**src/rtl/round_robin_arbiter.sv**
```systemverilog
// Round-robin arbiter with a registered one-hot grant, a per-grant hold limit
// (MAX_HOLD) and a one-cycle timeout pulse when a grant is revoked by that limit.
module round_robin_arbiter #(
    parameter int N        = 4,
    parameter int MAX_HOLD = 8
) (
    input  logic                 i_clk,
    input  logic                 i_rst_n,
    input  logic [N-1:0]         i_req,
    input  logic [N-1:0]         i_done,
    output logic [N-1:0]         o_grant,
    output logic                 o_grant_valid,
    output logic [$clog2(N)-1:0] o_grant_id,
    output logic                 o_timeout
);

    localparam int IDW = $clog2(N);

    typedef enum logic [1:0] {
        ST_IDLE    = 2'd0,
        ST_GRANT   = 2'd1,
        ST_RELEASE = 2'd2
    } state_t;

    state_t         state_r, state_s;
    logic [IDW-1:0] last_ptr_r, last_ptr_s;
    logic [IDW-1:0] grant_id_r, grant_id_s;
    logic [IDW-1:0] winner_s;
    logic [7:0]     hold_cnt_r, hold_cnt_s;
    logic [N-1:0]   grant_r, grant_s;
    logic [N-1:0]   after_ptr_s, masked_req_s;
    logic           valid_r, valid_s;
    logic           timeout_r, timeout_s;
    logic           any_req_s, any_masked_s;
    logic           release_s, expire_s;

    // Lowest set bit of a request vector; scanning downwards leaves the lowest hit.
    function automatic logic [IDW-1:0] lowest_index(input logic [N-1:0] vec);
        logic [IDW-1:0] idx;
        idx = '0;
        for (int i = N - 1; i >= 0; i--) begin
            if (vec[i]) begin
                idx = IDW'(i);
            end else begin
                idx = idx;
            end
        end
        return idx;
    endfunction

    // Requesters strictly after the last winner take priority over the wrapped ones.
    generate
        for (genvar k = 0; k < N; k++) begin : g_mask
            assign after_ptr_s[k]  = (k > int'(last_ptr_r));
            assign masked_req_s[k] = i_req[k] & after_ptr_s[k];
        end
    endgenerate

    // Winner selection and owner release/expiry conditions.
    always_comb begin
        any_req_s    = |i_req;
        any_masked_s = |masked_req_s;
        if (any_masked_s) begin
            winner_s = lowest_index(masked_req_s);
        end else begin
            winner_s = lowest_index(i_req);
        end
        release_s = i_done[grant_id_r] | ~i_req[grant_id_r];
        expire_s  = (hold_cnt_r == 8'(MAX_HOLD - 1));
    end

    // Next-state and next-output logic; RELEASE is the single bubble cycle and
    // arbitrates on its exit edge exactly as IDLE would.
    always_comb begin
        state_s    = state_r;
        last_ptr_s = last_ptr_r;
        hold_cnt_s = hold_cnt_r;
        grant_s    = grant_r;
        grant_id_s = grant_id_r;
        valid_s    = valid_r;
        timeout_s  = 1'b0;
        case (state_r)
            ST_IDLE, ST_RELEASE: begin
                if (any_req_s) begin
                    state_s    = ST_GRANT;
                    last_ptr_s = winner_s;
                    hold_cnt_s = 8'd0;
                    grant_s    = {{(N-1){1'b0}}, 1'b1} << winner_s;
                    grant_id_s = winner_s;
                    valid_s    = 1'b1;
                end else begin
                    state_s    = ST_IDLE;
                    hold_cnt_s = 8'd0;
                    grant_s    = '0;
                    grant_id_s = '0;
                    valid_s    = 1'b0;
                end
            end
            ST_GRANT: begin
                if (release_s || expire_s) begin
                    state_s    = ST_RELEASE;
                    hold_cnt_s = 8'd0;
                    grant_s    = '0;
                    grant_id_s = '0;
                    valid_s    = 1'b0;
                    timeout_s  = ~release_s;
                end else begin
                    hold_cnt_s = hold_cnt_r + 8'd1;
                end
            end
            default: begin
                state_s    = ST_IDLE;
                hold_cnt_s = 8'd0;
                grant_s    = '0;
                grant_id_s = '0;
                valid_s    = 1'b0;
            end
        endcase
    end

    // State and registered outputs; reset gives requester 0 first priority.
    always_ff @(posedge i_clk or negedge i_rst_n) begin
        if (!i_rst_n) begin
            state_r    <= ST_IDLE;
            last_ptr_r <= IDW'(N - 1);
            hold_cnt_r <= 8'd0;
            grant_r    <= '0;
            grant_id_r <= '0;
            valid_r    <= 1'b0;
            timeout_r  <= 1'b0;
        end else begin
            state_r    <= state_s;
            last_ptr_r <= last_ptr_s;
            hold_cnt_r <= hold_cnt_s;
            grant_r    <= grant_s;
            grant_id_r <= grant_id_s;
            valid_r    <= valid_s;
            timeout_r  <= timeout_s;
        end
    end

    assign o_grant       = grant_r;
    assign o_grant_valid = valid_r;
    assign o_grant_id    = grant_id_r;
    assign o_timeout     = timeout_r;

endmodule

```
**config.mk**
```make
export PLATFORM = sky130hd
export DESIGN_NAME = round_robin_arbiter
export DESIGN_NICKNAME = d
export VERILOG_FILES = /design/src/rtl/round_robin_arbiter.sv
export SDC_FILE = /design/constraint.sdc
export NUM_CORES = 1
export LEC_CHECK = 0
export CAP_MARGIN = 20
export CORE_AREA = 4 4 47 49
export CTS_CLUSTER_DIAMETER = 100
export DETAILED_ROUTE_END_ITERATION = 16
export DIE_AREA = 0 0 51 53
export GPL_TIMING_DRIVEN = 0
export PLACE_DENSITY = 0.78
export SYNTH_ARGS = -nofsm -noshare
export SYNTH_HDL_FRONTEND = slang
export SYNTH_SLANG_ARGS = --single-unit
```
**constraint.sdc**
```tcl
create_clock -name i_clk -period 2.25 [get_ports i_clk]
set_input_delay 0.225 -clock i_clk [delete_from_list [all_inputs] [get_ports i_clk]]
set_output_delay 0.225 -clock i_clk [all_outputs]
set_load 0.01 [all_outputs]
```
# == Word-level counts from Yosys, hierarchy flattened ==
# Index checks and enable logic that the tools add are counted.
# word_totals
register_bits,20
in_bits,10
# op_classes
addsub,1
eq_ne,4
shift,1
n_reduce_logical,6
n_mux,28
magnitude_cmp,4
bitwise_logic,6
# ops
operator,n
2-to-1 mux 2 bit,11
2-to-1 mux 8 bit,2
adder 8 x 1 -> 8 bit (second input constant),1
equality test 8 x 3 -> 1 bit (second input constant),1
2-to-1 mux 4 bit,2
one-hot mux 2 bit (2 select lines),2
one-hot mux 4 bit (2 select lines),1
2-to-1 mux 1 bit,7
binary-select mux 1 bit (select 2 bit),2
greater-than comparator 2 bit (first input constant),2
OR reduction 4 bit,1
left shift 1 x 2 -> 4 bit (first input constant),1
AND 1 bit,3
< comparator 2 x 3 -> 1 bit (second input constant),1
OR reduction 3 bit,1
equality test 2 x 1 -> 1 bit (second input constant),1
equality test 2 bit (second input constant),1
greater-than comparator 1 x 2 -> 1 bit (first input constant),1
zero test 2 bit,1
inequality test 2 bit (second input constant),1
inverter 1 bit,2
one-hot mux 1 bit (2 select lines),1
AND reduction 2 bit,1
OR reduction 2 bit,1
other kinds (2),2

# == Depth between registers and ports, before layout ==
# Gate-level depths: netlist of the first run.
# depth
word_depth,9
depth_mapped,5
depth_no_buf,5

# == Worst setup path after synthesis of the first run ==
# OpenSTA, ideal clock, no wires.
# synth_timing
path_type,register to register
from,reg last_ptr_r[0]
to,reg grant_r[2] (netlist: o_grant[2])
n_path_buf,0
path_stages_with_launch,5
setup_slack_ns,0.791
setup_ns,0.101
t_required_ns,2.149
arrival_time_ns,1.359
cell_sequence,dfstp_2 > nand2b_1 > o21ai_0 > a221o_1 > o32ai_1
# synth_via
elab_chain_len,9
word_cells_on_any_way,14
cone_classes,order compare (3); shift (1); mux (6); bitwise (3); reduce/logical (1)
# synth_lines
item,line,text
start: declaration,26,"logic [IDW-1:0] last_ptr_r, last_ptr_s;"
start signal: assignment,125,last_ptr_r <= IDW'(N - 1);
start signal: assignment,133,last_ptr_r <= last_ptr_s;
greater-than comparator 2 bit,54,assign after_ptr_s[k] = (k > int'(last_ptr_r));
AND 1 bit,55,assign masked_req_s[k] = i_req[k] & after_ptr_s[k];
2-to-1 mux 2 bit (3 in series),42,if (vec[i]) begin
2-to-1 mux 2 bit (*),63,if (any_masked_s) begin
left shift 1 x 2 -> 4 bit (*),88,"grant_s = {{(N-1){1'b0}}, 1'b1} << winner_s;"
2-to-1 mux 4 bit (*),84,if (any_req_s) begin
one-hot mux 4 bit (2 select lines) (*),82,case (state_r)
end signal: assignment,135,grant_r <= grant_s;
end: declaration,30,"logic [N-1:0] grant_r, grant_s;"
# Every way passes the cells marked *; elsewhere a longest branch is shown, timed or not.
# A chain may end at the register's enable or synchronous reset.

# == Worst setup path after layout of the first run ==
# Ends and elaborated chain as after synthesis.

==> metrics.txt, run 1 <==
die area 0.00270 mm²; Synth Instances 86; crit-path cells nand2b_1 > o21ai_0 > a221o_1 > o32ai_1; # fillers 180; Clock Skew ~0.00094 ns; TritonCTS Buffers 3; Final Hold Fails 0; DR WL/cell roughly 13 µm; clock latency at the later pin of the worst-skew pair ~0.29 ns; pre-CTS WS 0.358 ns; vias in the first global route 694; post-synth top area share between 40% and 50%; Residual DRC 0; Tcrit/Tclk final around 72%; syn_nets 97; Mapped Area a little over 900 µm²; status finished, final reports clean; gr usage total 15.3%; worst vdd ir about 0.81 mV; Crit Path Max Fanout 6; FMAX a little over 600 MHz; top_reg_cell synth dfrtp_1; DR pass1 iterations 2; Avg Inst Size Synth ~11 µm²; RSZ-0062 raised after global routing false; #FFs+latches synth 19; CTS clock-pin slew for the worst setup and hold paths 0.11 ns; CP Class reg -> reg; row count 16; worst reg2reg path startpoint last_ptr_r[0]; number of distinct library cells after synthesis 34; Post-CTS Hold Buffers 0; hold crit path type in -> async; leakage power total between 0.0004 and 0.0005 µW; Post-Layout Cell Count roughly 130; Async SR Flop Fraction between 90% and 100%; Power per Cell Area ~1000 mW/mm²; Die Span Y 53 µm; CP Capture Type flop; register area between 400 and 500 µm²; total gr overflow 0; drt initial violations 6; Multi-input gate area approximately 400 µm²; layout cells sized above 1 11.2%; worst setup margin roughly 0.62 ns; Total Nets Final about 120; final setup fails 0; first-pass GRT wire length roughly 3100 µm; FF-to-FF path depth 4; total power draw about 1200 µW; Critical Path AT between 1.5 and 2 ns; Initial Utilization between 40% and 50%; area leader, netlist dfrtp_1; WL final between 1500 and 2000 µm; Final TNS setup 0 ns; core box area 0.00186 mm²; top-level I/O count 18; fin crit period 1.63 ns; Max-Cap Viols 0; total setup buffers inserted after CTS 0; Seq/Total Area, Yosys between 50% and 60%; CTS tree done; CP required 2.45 ns; top cells by area, synth dfrtp_1 47%, dfstp_2 5.8%, nor2_1 5.8%, xor2_1 3.8%, inv_1 2.5%; number of antenna violations at the first check in global routing 0; maximum number of pins on one net before global-route repair 20; Critical Path Source last_ptr_r[0]; Cells after DPL 130; Clock Path Buffers 2; P&R area growth vs syn 25.3%; Die X a little over 50 µm; Slew @ Worst Pin roughly 0.82 ns; master of the slowest instance on the critical path dfstp_2; number of synthesized flops with an enable pin 0; post-detail-place hpwl approximately 1300 µm; CTS Sinks 19; # port buffers 17; via count roughly 700; CP max stage delay around 0.55 ns; Synth Warn # 0; antenna cell count 0; Slew headroom a little under half; Resized Gates After CTS 0; Slew Viols, Final 0; Critical Path Start Type flop; GP Congestion 0.763; Root Driver clkbuf_4; Via density roughly 5.2; H-tree Lvls 1; Antenna Violating Nets Remaining 0; most frequent cells in the layout 17 x dfrtp_1, 17 x clkdlybuf4s50_1, 14 x nor2_1
[layer usage]
layer / GRT usage, % / part of all wire, %
met5: 0 / 0
met4: 4.04 / 0.50
met3: 3.10 / 3.5
met2: 25.3 / 47
met1: 20.5 / 49
[cell usage after synthesis (2+ instances only)]
| cell | n |
|---|---|
| xnor2_1 | 2 |
| xor2_1 | 4 |
| o21ai_0 | 2 |
| nand2_1 | 2 |
| nand2b_1 | 3 |
| inv_1 | 6 |
| o22ai_1 | 2 |
| dfstp_2 | 2 |
| dfrtp_1 | 17 |
| nor2_1 | 14 |
| nand3_1 | 3 |
| and3_1 | 3 |
| nand4_1 | 2 |
| a22o_2 | 2 |
| a21o_1 | 2 |
| and2_1 | 2 |
[worst paths after layout]
| check | end | slack, ns |
|---|---|---|
| min in group i_clk | hold_cnt_r[0] | 0.49 |
| max in group asynchronous | hold_cnt_r[5] | 1.35 |
| max reg2reg | o_grant[2] | 0.62 |
| min reg2reg | hold_cnt_r[0] | 0.49 |
| min | hold_cnt_r[6] | 0.39 |
| max | o_grant[2] | 0.62 |
[area by class of cell]
cell class / count / area share (%)
clock buffer: 4 / 2.30
buffer: 1 / 0.658
inverter: 6 / 1.97
sequential: 19 / 41.9
multi-input combinational: 60 / 35.3
timing repair buffer: 17 / 14.9
tap: 27 / 2.96
[power breakdown]
part	leakage (µW)	switching [µW]	internal, µW
Combinational	0.000234	226	238
Sequential	0.000250	71.0	443
Clock	0.0000150	104	68.9
Total	0.000499	401	750
[registers in the layout (all words and copies together), names as in the netlist]
name and cells:
o_grant_id 2, state_r 1, o_timeout 1, last_ptr_r 2
hold_cnt_r 8, o_grant 4, o_grant_valid 1
[critical path: cells and delay by family (launching register included)]
kind	cells	cell delay (ns)
compound gates	3	0.84
simple gates	1	0.14
flops	1	0.55
[kinds of logic after synthesis]
logic type | synth area share [%]
xor+xnor | 5.77
buf+inv | 3.30
flops | 52.5
compound gates | 15.4
mux | 1.24
simple gates | 20.5
fa+ha+maj | 1.37
[metrics by stage]
stage                     area, µm²  hold WS (ns)  utilization [%]
after CTS                      1140         0.432             61.3
after global routing           1140         0.450             61.3
final                          1140         0.392             61.3
after global placement         1110         0.471             59.9
after floorplan                 911       -0.0706                -
after detailed placement       1110         0.475             59.9
No activity file was read; power rests on OpenSTA's default activity.
==> inputs of run 2 (changes only) <==
- CORE_AREA: 4 4 47 49 -> 4 4 49 51
- DIE_AREA: 0 0 51 53 -> 0 0 53 55
- PLACE_DENSITY: 0.78 -> 0.72
- clock period: 2.25 -> 1.69 ns (I/O delays scaled with it)
==> run 2 against run 1 <==
Via count up 1.9%; clock power up 32%; die area up 7.8%; non-clock buffer count unchanged; combinational power up 37%; routed wire length up 0.90%; critical endpoint unchanged.
==> metrics.txt, run 2 (synthesis results as in run 1) <==
Largest Register hold_cnt_r; master of the slowest instance on the critical path dfstp_2; Power per Cell Area 1350 mW/mm²; antenna cell count 0; worst reg2reg path startpoint last_ptr_r[0]; Post-Layout Cell Count around 130; TritonCTS Buffers 3; Cells after DPL 130; Die X about 53 µm; Via density ~5.3; register area 478 µm²; final cell utilization of the core 59.2%; Antenna Violating Nets Remaining 0; Net Switching 539 µW; via count ~710; H-tree Lvls 1; layout cells sized above 1 13.1%; CP required between 1.5 and 2 ns; WP depth 4; final setup fails 0; CP Class reg -> reg; status finished, final reports clean; CP top delay family compound AO/OA/AOI/OAI gates; CTS clock-pin slew for the worst setup and hold paths 0.11 ns; RSZ-0062 raised after global routing false; leakage power total 0.000501 µW; core box area 0.00194 mm²; first-pass GRT wire length ~3300 µm; Final Hold Fails 0; Sw Share 34.9%; hold crit path type in -> async; vias in the first global route around 730; Logic pwr share roughly two fifths; FF-to-FF path depth 4; reg2reg end o_grant[2]; R2R Setup Slk 0.13 ns; Max-Cap Viols 0; dpl cell area about 0.0011 mm²; Multi-input gate area 412 µm²; Clk network pwr share ~15%; total gr overflow 0; Slew @ Worst Pin 0.833 ns; # fillers approximately 180; Die Span Y between 50 and 60 µm; Clock Skew roughly 0.00086 ns; Slew headroom roughly 44%; # port buffers 17; P&R area growth vs syn 26.2%; top-level I/O count 18; final instance area roughly 0.0011 mm²; CP Capture Type flop; Tcrit/Tclk final around 90%; Hold WS ~0.34 ns; Crit Path Max Fanout 6; DR pass1 iterations 4; Critical Path Start Type flop; worst vdd ir ~0.93 mV; post-detail-place hpwl about 1300 µm; CP max stage delay between 0.5 and 0.6 ns; die area 0.00292 mm²; row count 16; internal power roughly 1000 µW; Root Driver clkbuf_4; drt initial violations 11; CTS tree done; WL final ~1800 µm; total power draw between 1500 and 2000 µW; number of antenna violations at the first check in global routing 0; Clock Path Buffers 2; DR WL/cell about 13 µm; clock latency at the later pin of the worst-skew pair 0.29 ns; GP Congestion between 0.7 and 0.8; fin crit period around 1.6 ns; Slew Viols, Final 0; crit-path cells nand2b_1 > o21ai_0 > a221o_2 > o32ai_2; Seq pwr share 44.3%; Largest register FFs 8; Total Nets Final approximately 120; Initial Utilization between 40 and 50%; maximum number of pins on one net before global-route repair 20; Critical Path AT about 1.8 ns; most frequent cells in the layout 17 x dfrtp_1, 17 x clkdlybuf4s50_1, 14 x nor2_1; FMAX 641 MHz; CTS Sinks 19; Residual DRC 0; gr usage total roughly 16%; WP buf/inv 0
run 2: final cells by class:
type | count | share of cell area (%)
flip-flops and latches | 19 | 41.6
well taps | 27 | 2.94
inverters | 6 | 1.96
plain buffers | 1 | 0.653
multi-input cells | 60 | 35.8
clock buffers | 4 | 2.29
repair buffers | 17 | 14.8
run 2: how the worst max path moves through the flow:
| stage | slack [ns] | endpoint | from |
|---|---|---|---|
| global route | 0.006 | o_grant[2] | last_ptr_r[0] |
| detailed placement | -0.15 | o_grant_id[1] | i_req[0] |
| global placement | -0.12 | o_grant_id[1] | i_req[0] |
| CTS | 0.06 | o_grant[2] | last_ptr_r[0] |
| finish | 0.13 | o_grant[2] | last_ptr_r[0] |
| floorplan | 0.23 | o_grant[2] | last_ptr_r[0] |
run 2: power groups by stage:
| stage | Sequential [µW] | Clock [µW] | Combinational (µW) |
|---|---|---|---|
| 2_1_floorplan | 707 | 0 | 342 |
| 3_3_place_gp | 689 | 0 | 609 |
| 3_5_place_dp | 694 | 0 | 618 |
| 4_1_cts | 685 | 241 | 624 |
| 5_1_grt | 708 | 256 | 702 |
| 6_report | 685 | 228 | 634 |
run 2: per-stage QoR:
stage	setup slack (ns)	TNS, ns
final	0.130	0
after global routing	0.00619	0
after CTS	0.0581	0
after detailed placement	-0.149	-1.38
after global placement	-0.122	-0.916
after floorplan	0.231	0
run 2: timing repair:
action                     CTS  global route
setup buffers                0             0
setup endpoints to repair    0             3
hold buffers                 0             0
resized for setup            0             2
run 2: per-layer routing:
layer / GRT usage (%) / up-vias / share of wire [%]
li1: - / 350 / -
met1: 20.7 / 344 / 47
met2: 25.0 / 16 / 47
met3: 2.68 / 2 / 4.6
met4: 6.38 / 0 / 1.1
met5: 0 / - / 0
==> inputs of run 3 (changes only) <==
- GPL_TIMING_DRIVEN: 0 -> unset
- PLACE_DENSITY: 0.72 -> unset
- PLACE_DENSITY_LB_ADDON: unset -> 0.25
- SKIP_LAST_GASP: unset -> 1
==> run 3 against run 2 <==
Via count rose by 0.28%; non-clock buffer count rose by 3; critical path type unchanged; clock skew rose by 0.0060 ns; critical path depth did not move; final cell count rose by 2.2%; total power rose by 1.1%; utilization rose by 1.3 points.
==> metrics.txt, run 3 (synthesis results as in run 1) <==
CTS clock-pin slew for the worst setup and hold paths 0.11 ns; RSZ-0062 raised after global routing false; Clk network pwr share between 10% and 20%; antenna cell count 0; Sw Share a little over a third; via count 714; Antenna Violating Nets Remaining 0; layout cells sized above 1 between 10% and 20%; Net Switching around 550 µW; final setup fails 0; Final Hold Fails 0; first-pass GRT wire length between 3000 and 4000 µm; top-level I/O count 18; fin crit period 1.60 ns; Die Span Y between 50 and 60 µm; Post-CTS Hold Buffers 0; clock latency at the later pin of the worst-skew pair approximately 0.30 ns; Slew @ Worst Pin about 0.36 ns; Seq pwr share between 40% and 50%; Clock Path Buffers 2; Resized Gates After CTS 0; CTS Sinks 19; Logic pwr share 41.4%; Post-Layout Cell Count 137; worst vdd ir a little over 0.9 mV; Die X 53 µm; CP Class reg -> reg; Slew headroom between 70% and 80%; TritonCTS Buffers 3; leakage power total between 0.0005 and 0.0006 µW; row count 16; Power per Cell Area around 1300 mW/mm²; Largest register FFs 8; Residual DRC 0; Max-Cap Viols 0; WL final about 1800 µm; status finished, final reports clean; H-tree Lvls 1; core box area a little under 0.002 mm²; die area approximately 0.0029 mm²; total gr overflow 0; # port buffers 17; pre-CTS WS -0.140 ns; internal power between 1000 and 1500 µW; dpl cell area 0.00114 mm²; total setup buffers inserted after CTS 0; Initial Utilization 46.9%; final cell utilization of the core 60.5%; maximum number of pins on one net before global-route repair 20; drt initial violations 19; # fillers ~180; vias in the first global route about 750; Root Driver clkbuf_4; Clock Skew a little under 0.007 ns; Cells after DPL 133; DR WL/cell between 10 and 15 µm; GP Congestion approximately 0.9; Slew Viols, Final 0; Critical Path Start Type flop; FF-to-FF path depth 4; DR pass1 iterations 4; most frequent cells in the layout 17 x dfrtp_1, 17 x clkdlybuf4s50_1, 14 x nor2_1; Total Nets Final about 120; Critical Path AT approximately 1.8 ns; post-detail-place hpwl 1370 µm; gr usage total between 10% and 20%; Via density roughly 5.2; CP Capture Type flop; Crit Path Max Fanout 6; hold crit path type in -> async; CP required 1.90 ns; FMAX 624 MHz; number of antenna violations at the first check in global routing 0; worst setup margin about 0.088 ns; CTS tree done; final instance area 0.00117 mm²; Largest Register hold_cnt_r; P&R area growth vs syn 29.0%; Tcrit/Tclk final between 90% and 100%; Final TNS setup 0 ns
==> run 3: cell count changes in the layout (fill, tap and decap cells not counted), sizes merged <==
cell,delta
clkbuf,-1
clkinvlp,+1
buf,+3
==> run 3: area by class of cell <==
type / count / area [µm²] / area share (%)
timing repair buffer: 21 / 200 / 17.0
multi-input combinational: 60 / 410 / 34.9
clock buffer: 3 / 22.5 / 1.92
inverter: 6 / 22.5 / 1.92
sequential: 19 / 478 / 40.7
tap: 27 / 33.8 / 2.88
clock inverter: 1 / 7.51 / 0.639
==> run 3: critical path, cell delays in order, from the launching register on <==
cell and delay [ns]:
dfstp_2 0.56, nand2b_1 0.14, o21ai_0 0.09, a221o_1 0.42, o32ai_2 0.30
==> run 3: power by group through the flow <==
stage	Combinational (µW)	Clock (µW)	Sequential (µW)
floorplan	342	0	707
global placement	629	0	692
detailed placement	635	0	696
CTS	636	245	687
global route	729	264	707
finish	648	232	685
==> run 3: metrics by stage <==
step,total power (µW),hold WS [ns]
6_report,1560,0.196
5_1_grt,1700,0.200
4_1_cts,1570,0.188
3_5_place_dp,1330,0.471
3_3_place_gp,1320,0.468
2_1_floorplan,1050,-0.127
==> run 3: worst paths after layout <==
check / from / end / slack, ns
max in group asynchronous: i_rst_n / last_ptr_r[0] / 1.23
min in group i_clk: hold_cnt_r[0] / hold_cnt_r[0] / 0.48
worst min-delay path: i_rst_n / o_grant_valid / 0.20
worst max register to register: last_ptr_r[0] / o_grant[2] / 0.09
worst max-delay path: last_ptr_r[0] / o_grant[2] / 0.09
worst min register to register: hold_cnt_r[0] / hold_cnt_r[0] / 0.48
==> run 3: per-layer routing <==
| metal | track usage (%) | share of wire, % |
|---|---|---|
| met1 | 20.4 | 49 |
| met2 | 25.4 | 44 |
| met3 | 4.29 | 5.5 |
| met4 | 5.11 | 0.99 |
| met5 | 0 | 0 |
